`src/rtl/pipe_hazard_ctrl_pkg.sv`:
```
`default_nettype none
// ============================================================================
//  Module      : pipe_hazard_ctrl_pkg
//  Description : Shared encodings for the pipeline hazard controller:
//                forwarding selects, mul/div FSM states and a register
//                dependency helper.
//  Revision    : 1.0 - initial release
// ============================================================================
package pipe_hazard_ctrl_pkg;

  localparam int REG_AW_DEFAULT = 5;

  // EX operand source selects
  localparam logic [1:0] FWD_RF  = 2'b00;
  localparam logic [1:0] FWD_WB  = 2'b01;
  localparam logic [1:0] FWD_MEM = 2'b10;

  typedef enum logic [0:0] {
    MD_IDLE = 1'b0,
    MD_BUSY = 1'b1
  } md_state_t;

  // A producer hits a source register when it writes, targets the same
  // register, and that register is not the hardwired zero register.
  function automatic logic reg_hit(
    input logic                      we,
    input logic [REG_AW_DEFAULT-1:0] wr,
    input logic [REG_AW_DEFAULT-1:0] src
  );
    return we && (wr != '0) && (wr == src);
  endfunction

endpackage : pipe_hazard_ctrl_pkg
`default_nettype wire

```
`src/rtl/pipe_hazard_ctrl_md_busy_cnt.sv`:
```
`default_nettype none
// ============================================================================
//  Module      : pipe_hazard_ctrl_md_busy_cnt
//  Description : Multiply/divide occupancy tracker. Loads the op latency on
//                issue and counts down; busy is high for exactly LAT cycles
//                following the issue edge, done pulses on the last of them.
//  Revision    : 1.0 - initial release
// ============================================================================
module pipe_hazard_ctrl_md_busy_cnt
  import pipe_hazard_ctrl_pkg::*;
#(
  parameter int MUL_LAT = 4,
  parameter int DIV_LAT = 32,
  parameter int CNT_W   = 6
) (
  input  logic clk,
  input  logic reset,
  input  logic md_start,
  input  logic md_div,
  output logic md_busy,
  output logic md_done
);

  localparam logic [CNT_W-1:0] c_mul_lat = CNT_W'(MUL_LAT);
  localparam logic [CNT_W-1:0] c_div_lat = CNT_W'(DIV_LAT);
  localparam logic [CNT_W-1:0] c_one     = CNT_W'(1);

  md_state_t        r_state;
  md_state_t        w_state_nxt;
  logic [CNT_W-1:0] r_count;
  logic [CNT_W-1:0] w_count_nxt;

  // State and countdown registers; reset abandons any operation in flight.
  always_ff @(posedge clk) begin
    if (!reset) begin
      r_state <= MD_IDLE;
      r_count <= '0;
    end else begin
      r_state <= w_state_nxt;
      r_count <= w_count_nxt;
    end
  end

  // Next state: issue only from IDLE, a new start while busy is ignored.
  always_comb begin
    w_state_nxt = r_state;
    w_count_nxt = r_count;
    case (r_state)
      MD_IDLE: begin
        if (md_start) begin
          w_state_nxt = MD_BUSY;
          w_count_nxt = md_div ? c_div_lat : c_mul_lat;
        end
      end
      MD_BUSY: begin
        if (r_count == c_one) begin
          w_state_nxt = MD_IDLE;
          w_count_nxt = '0;
        end else begin
          w_count_nxt = r_count - c_one;
        end
      end
      default: begin
        w_state_nxt = MD_IDLE;
        w_count_nxt = '0;
      end
    endcase
  end

  assign md_busy = (r_state == MD_BUSY);
  assign md_done = (r_state == MD_BUSY) && (r_count == c_one);

endmodule : pipe_hazard_ctrl_md_busy_cnt
`default_nettype wire

```
`src/rtl/pipe_hazard_ctrl.sv`:
```
`default_nettype none
// ============================================================================
//  Module      : pipe_hazard_ctrl
//  Description : Hazard controller for a 5-stage pipeline: stall/flush of the
//                pipeline registers, ID and EX forwarding selects, and
//                HI/LO dependency stalls against the multi-cycle mul/div.
//  Revision    : 1.0 - initial release
// ============================================================================
module pipe_hazard_ctrl
  import pipe_hazard_ctrl_pkg::*;
#(
  parameter int REG_AW  = REG_AW_DEFAULT,
  parameter int MUL_LAT = 4,
  parameter int DIV_LAT = 32,
  parameter int CNT_W   = 6
) (
  input  logic              clk,
  input  logic              reset,
  input  logic [REG_AW-1:0] rs_d,
  input  logic [REG_AW-1:0] rt_d,
  input  logic [REG_AW-1:0] rs_e,
  input  logic [REG_AW-1:0] rt_e,
  input  logic [REG_AW-1:0] write_reg_e,
  input  logic [REG_AW-1:0] write_reg_m,
  input  logic [REG_AW-1:0] write_reg_w,
  input  logic              reg_write_e,
  input  logic              reg_write_m,
  input  logic              reg_write_w,
  input  logic              mem_to_reg_e,
  input  logic              mem_to_reg_m,
  input  logic              branch_d,
  input  logic              pc_src_d,
  input  logic              md_start_e,
  input  logic              md_div_e,
  input  logic              md_use_d,
  output logic              stall_f,
  output logic              stall_d,
  output logic              flush_d,
  output logic              flush_e,
  output logic              fwd_a_d,
  output logic              fwd_b_d,
  output logic [1:0]        fwd_a_e,
  output logic [1:0]        fwd_b_e,
  output logic              md_busy,
  output logic              md_done
);

  logic       w_md_busy;
  logic       w_md_done;
  logic       w_lw_stall;
  logic       w_br_stall;
  logic       w_md_stall;
  logic       w_stall;
  logic [1:0] w_fwd_a_e;
  logic [1:0] w_fwd_b_e;

  pipe_hazard_ctrl_md_busy_cnt #(
    .MUL_LAT (MUL_LAT),
    .DIV_LAT (DIV_LAT),
    .CNT_W   (CNT_W)
  ) u_md_busy_cnt (
    .clk      (clk),
    .reset    (reset),
    .md_start (md_start_e),
    .md_div   (md_div_e),
    .md_busy  (w_md_busy),
    .md_done  (w_md_done)
  );

  // EX operand selection: the younger MEM result wins over WB.
  always_comb begin
    w_fwd_a_e = FWD_RF;
    w_fwd_b_e = FWD_RF;
    if (reg_hit(reg_write_m, write_reg_m, rs_e))      w_fwd_a_e = FWD_MEM;
    else if (reg_hit(reg_write_w, write_reg_w, rs_e)) w_fwd_a_e = FWD_WB;
    if (reg_hit(reg_write_m, write_reg_m, rt_e))      w_fwd_b_e = FWD_MEM;
    else if (reg_hit(reg_write_w, write_reg_w, rt_e)) w_fwd_b_e = FWD_WB;
  end

  // Stall sources: load-use, branch operands not yet available, HI/LO busy.
  always_comb begin
    w_lw_stall = reg_hit(mem_to_reg_e, write_reg_e, rs_d) ||
                 reg_hit(mem_to_reg_e, write_reg_e, rt_d);
    w_br_stall = branch_d &&
                 (reg_hit(reg_write_e,  write_reg_e, rs_d) ||
                  reg_hit(reg_write_e,  write_reg_e, rt_d) ||
                  reg_hit(mem_to_reg_m, write_reg_m, rs_d) ||
                  reg_hit(mem_to_reg_m, write_reg_m, rt_d));
    // md_done releases early: HI/LO are written at the end of that cycle.
    w_md_stall = md_use_d && ((w_md_busy && !w_md_done) || md_start_e);
    w_stall    = w_lw_stall || w_br_stall || w_md_stall;
  end

  // Output drive; while reset is low the pipeline is held cleared.
  always_comb begin
    stall_f = 1'b0;
    stall_d = 1'b0;
    flush_d = 1'b1;
    flush_e = 1'b1;
    fwd_a_d = 1'b0;
    fwd_b_d = 1'b0;
    fwd_a_e = FWD_RF;
    fwd_b_e = FWD_RF;
    md_busy = 1'b0;
    md_done = 1'b0;
    if (reset) begin
      stall_f = w_stall;
      stall_d = w_stall;
      flush_e = w_stall;
      // A taken branch waits until its operands are valid.
      flush_d = pc_src_d && !w_stall;
      fwd_a_d = reg_hit(reg_write_m, write_reg_m, rs_d);
      fwd_b_d = reg_hit(reg_write_m, write_reg_m, rt_d);
      fwd_a_e = w_fwd_a_e;
      fwd_b_e = w_fwd_b_e;
      md_busy = w_md_busy;
      md_done = w_md_done;
    end
  end

endmodule : pipe_hazard_ctrl
`default_nettype wire

```
`config.mk`:
```
export PLATFORM = sky130hd
export DESIGN_NAME = pipe_hazard_ctrl
export DESIGN_NICKNAME = d
export VERILOG_FILES = /design/src/rtl/pipe_hazard_ctrl_pkg.sv /design/src/rtl/pipe_hazard_ctrl_md_busy_cnt.sv /design/src/rtl/pipe_hazard_ctrl.sv
export SDC_FILE = /design/constraint.sdc
export NUM_CORES = 1
export LEC_CHECK = 0
export CORE_MARGIN = 4
export CORE_UTILIZATION = 42
export DETAILED_ROUTE_END_ITERATION = 10
export GPL_TIMING_DRIVEN = 0
export PLACE_DENSITY = 0.84
export SLEW_MARGIN = 20
export SYNTH_ARGS = -nofsm -noshare
export SYNTH_HDL_FRONTEND = slang
export SYNTH_HIERARCHICAL = 1
export SYNTH_SLANG_ARGS = --single-unit
export TNS_END_PERCENT = 10
```
`constraint.sdc`:
```
create_clock -name clk -period 2.9 [get_ports clk]
set_input_delay 0.58 -clock clk [delete_from_list [all_inputs] [get_ports clk]]
set_output_delay 0.58 -clock clk [all_outputs]
set_load 0.03 [all_outputs]
```
==> impl_metrics.ini <==
[global_routing]
grtUsageTotal_pct = 19.1
grt_antenna_before_repair = 0
grt_max_degree = 18
grt_pass1_vias = 1228
grt-ovfl-total = 0
grt_pass1_wl_um = 5200

[clock_network]
cts_tree = built
ctsHtreeMaxLevel = 1
clkLatencyLatePin_ns = 0.26
cts_sinks = 7
clk_pin_slew_ns = 0.05
cts_buffer_depth = 2
cts_root_buf = clkbuf_4
cts_made_buffers = 3

[finish]
area_growth_pct = 56.0
fin_nets = 239
final_cell_area_mm2 = 0.00168
layout-drive-gt1-share_pct = 16.9
diodes = 0
fin_util_pct = 68.6
stdcell_count = 219

[placement]
dp_hpwl_um = 2740
place_congestion = 0.871
io_buffers = 53
placedInstanceArea_mm2 = 0.00165
placed_cells = 215

[synth]
synth_edf_count = 0
seq_area_frac_synth_pct = 13.0
yosys.area_share.simple_pct = 30.1
yosys_most_used_dff = dfxtp_1
syn_area_mm2 = 0.00108
yosys.area_share.xor_xnor_pct = 33.1
async_flop_share_pct = 0
synth_fa_ha_area_share_pct = 2.32
synth_area_per_cell_um2 = 8.18
synth_warnings = 6
synth_cells = 132
ys_types = 41
synth_compound_area_share_pct = 12.9
synth_top_family_by_area = XOR/XNOR gates
synth-seq-cells = 7
syn-num-nets = 181
muxShareOfSynthArea_pct = 1.97

[status]
status = finished, final reports clean

[timing]
finalSetupViolCount = 0
min_period_ns = 2.87
fmax_mhz = 349
tightest_slew_ns = 0.502
finClkSkew_ns = 0.00586
hold_viol_final = 0
maxSlewViolCount = 0
finalCritPeriodShare_pct = 98.9
rsz0062_at_grt = true
maxSlewHeadroom_pct = 66.6

[setup_path]
endpoint_kind = output pin
rr_endpoint = u_md_busy_cnt/r_count[5]
reg2reg_slack_ns = 1.31
startpoint_type = input pin
crit_end = fwd_b_e[0]
cp.required_ns = 2.32
cp_max_fo = 3
crit_type = in -> out
r2r_start = u_md_busy_cnt/r_count[0]
crit_start = write_reg_w[1]
worstRegToRegCells = 3
cp_data_arrival_time_ns = 2.29

[routing]
drt_iter0_drc = 37
drt-pass1-iter-count = 4
wl_um = 3260
viasPerCell = 5.61
drtAntennaViolNets = 0
drc = 0
wl_per_cell_um = 14.9
vias = 1228

[floorplanning]
die_area_mm2 = 0.00345
die_w_um = 58.7
ios = 59
dieHeight_um = 58.7
core_area_mm2 = 0.00245
start_util_pct = 44.0
rows = 18

[power_and_ir_drop]
power.leakage_nw = 0.642
ir_drop_v = 0.000208
power_density_mw_per_mm2 = 268

[flow_run]
drv_cap = 0

[worst_hold_path]
hold_path.class = reg -> reg
-- layer usage --
layer  track usage (%)  part of all wire [%]  vias up  routed length, um
met2              36.4                    52       69               1690
met3              3.07                   8.3        9                271
met4              7.12                   2.4        0                 78
li1                  -                     -      586                  -
met1              20.9                    37      564               1220
met5                 0                     0        -                  0
-- state kept, by name, summed over array words and instances (netlist names) --
register,flops
u_md_busy_cnt/r_count,6
u_md_busy_cnt/md_busy,1
-- through the flow --
step                hold slack [ns]  TNS (ns)  power [mW]  setup slack [ns]
floorplan                     0.469         0       0.243            0.0850
global placement              0.488     -3.43       0.343            -0.645
detailed placement            0.491     -3.84       0.353            -0.647
CTS                           0.507   -0.0790       0.449           -0.0790
global route                  0.535    -0.301       0.478            -0.114
finish                        0.507         0       0.451            0.0312
-- power breakdown --
group,internal [mW],switching [mW],leakage (nW)
Clock,0.0529,0.0414,0.0150
Sequential,0.106,0.0109,0.0578
Combinational,0.128,0.112,0.569
Total,0.287,0.164,0.642
-- cells in the mapped netlist (4+ instances only) --
library cell / n / share of area [%]
nand3_1: 7 / 3.2
or4_1: 4 / 2.8
nor3_1: 7 / 3.2
and2_1: 6 / 3.5
xor2_1: 22 / 18
dfxtp_1: 7 / 13
nand2_1: 4 / 1.4
xnor2_1: 17 / 14
o21ai_0: 5 / 2.3
-- final cells by class --
| cell class | count | area (um2) |
|---|---|---|
| repair buffers | 53 | 504 |
| plain buffers | 7 | 61.3 |
| flip-flops and latches | 7 | 140 |
| fillers | 203 | 771 |
| well taps | 30 | 37.5 |
| multi-input cells | 115 | 903 |
| inverters | 3 | 11.3 |
| clock buffers | 4 | 26.3 |
-- cell families (layout without fill, tap and decap cells) --
group,Yosys count,after routing
AOI/OAI and AO/OA,20,20
xor gates and xnor gates,40,40
adders and majority gates,2,2
buffers and inverters,10,67
DFF,7,7
muxes,2,2
and+or+nand+nor,51,51
-- worst min path at each step --
stage,slack [ns],end,depth (start not counted),start
finish,0.51,u_md_busy_cnt/r_count[3],2,u_md_busy_cnt/r_count[3]
global route,0.53,u_md_busy_cnt/r_count[3],2,u_md_busy_cnt/r_count[3]
CTS,0.51,u_md_busy_cnt/r_count[3],2,u_md_busy_cnt/r_count[3]
detailed placement,0.49,u_md_busy_cnt/r_count[3],2,u_md_busy_cnt/r_count[3]
global placement,0.49,u_md_busy_cnt/r_count[3],2,u_md_busy_cnt/r_count[3]
floorplan,0.47,u_md_busy_cnt/r_count[3],2,u_md_busy_cnt/r_count[3]
-- timing repair --
action,in CTS,in global routing
setup endpoints to repair,10,8
hold buffers,0,0
pin swaps,0,2
setup buffers,0,0
gates resized for setup,32,14
-- critical path: stages --
cell and delay (ns):
clkdlybuf4s50_1 0.54, or4_1 0.15, o211ai_1 0.09, or4_1 0.56, nor4_2 0.14, buf_2 0.23
-- cell usage in the layout, fill, tap and decap left out, types with 3 or more instances in the layout --
master / netlist / final
a21oi_1: 3 / 3
and2_1: 6 / 6
buf_4: 3 / 5
buf_6: 3 / 3
clkbuf_2: 0 / 3
clkbuf_4: 0 / 3
clkdlybuf4s50_1: 0 / 42
dfxtp_1: 7 / 7
inv_1: 3 / 3
nand2_1: 4 / 4
nand3_1: 7 / 7
nor2_1: 3 / 3
nor3_1: 7 / 6
nor3_2: 2 / 3
nor4_2: 2 / 3
o21a_1: 3 / 3
o21ai_0: 5 / 3
or4_1: 4 / 4
xnor2_1: 17 / 17
xor2_1: 22 / 22
Power figures use the tool's default switching activity.
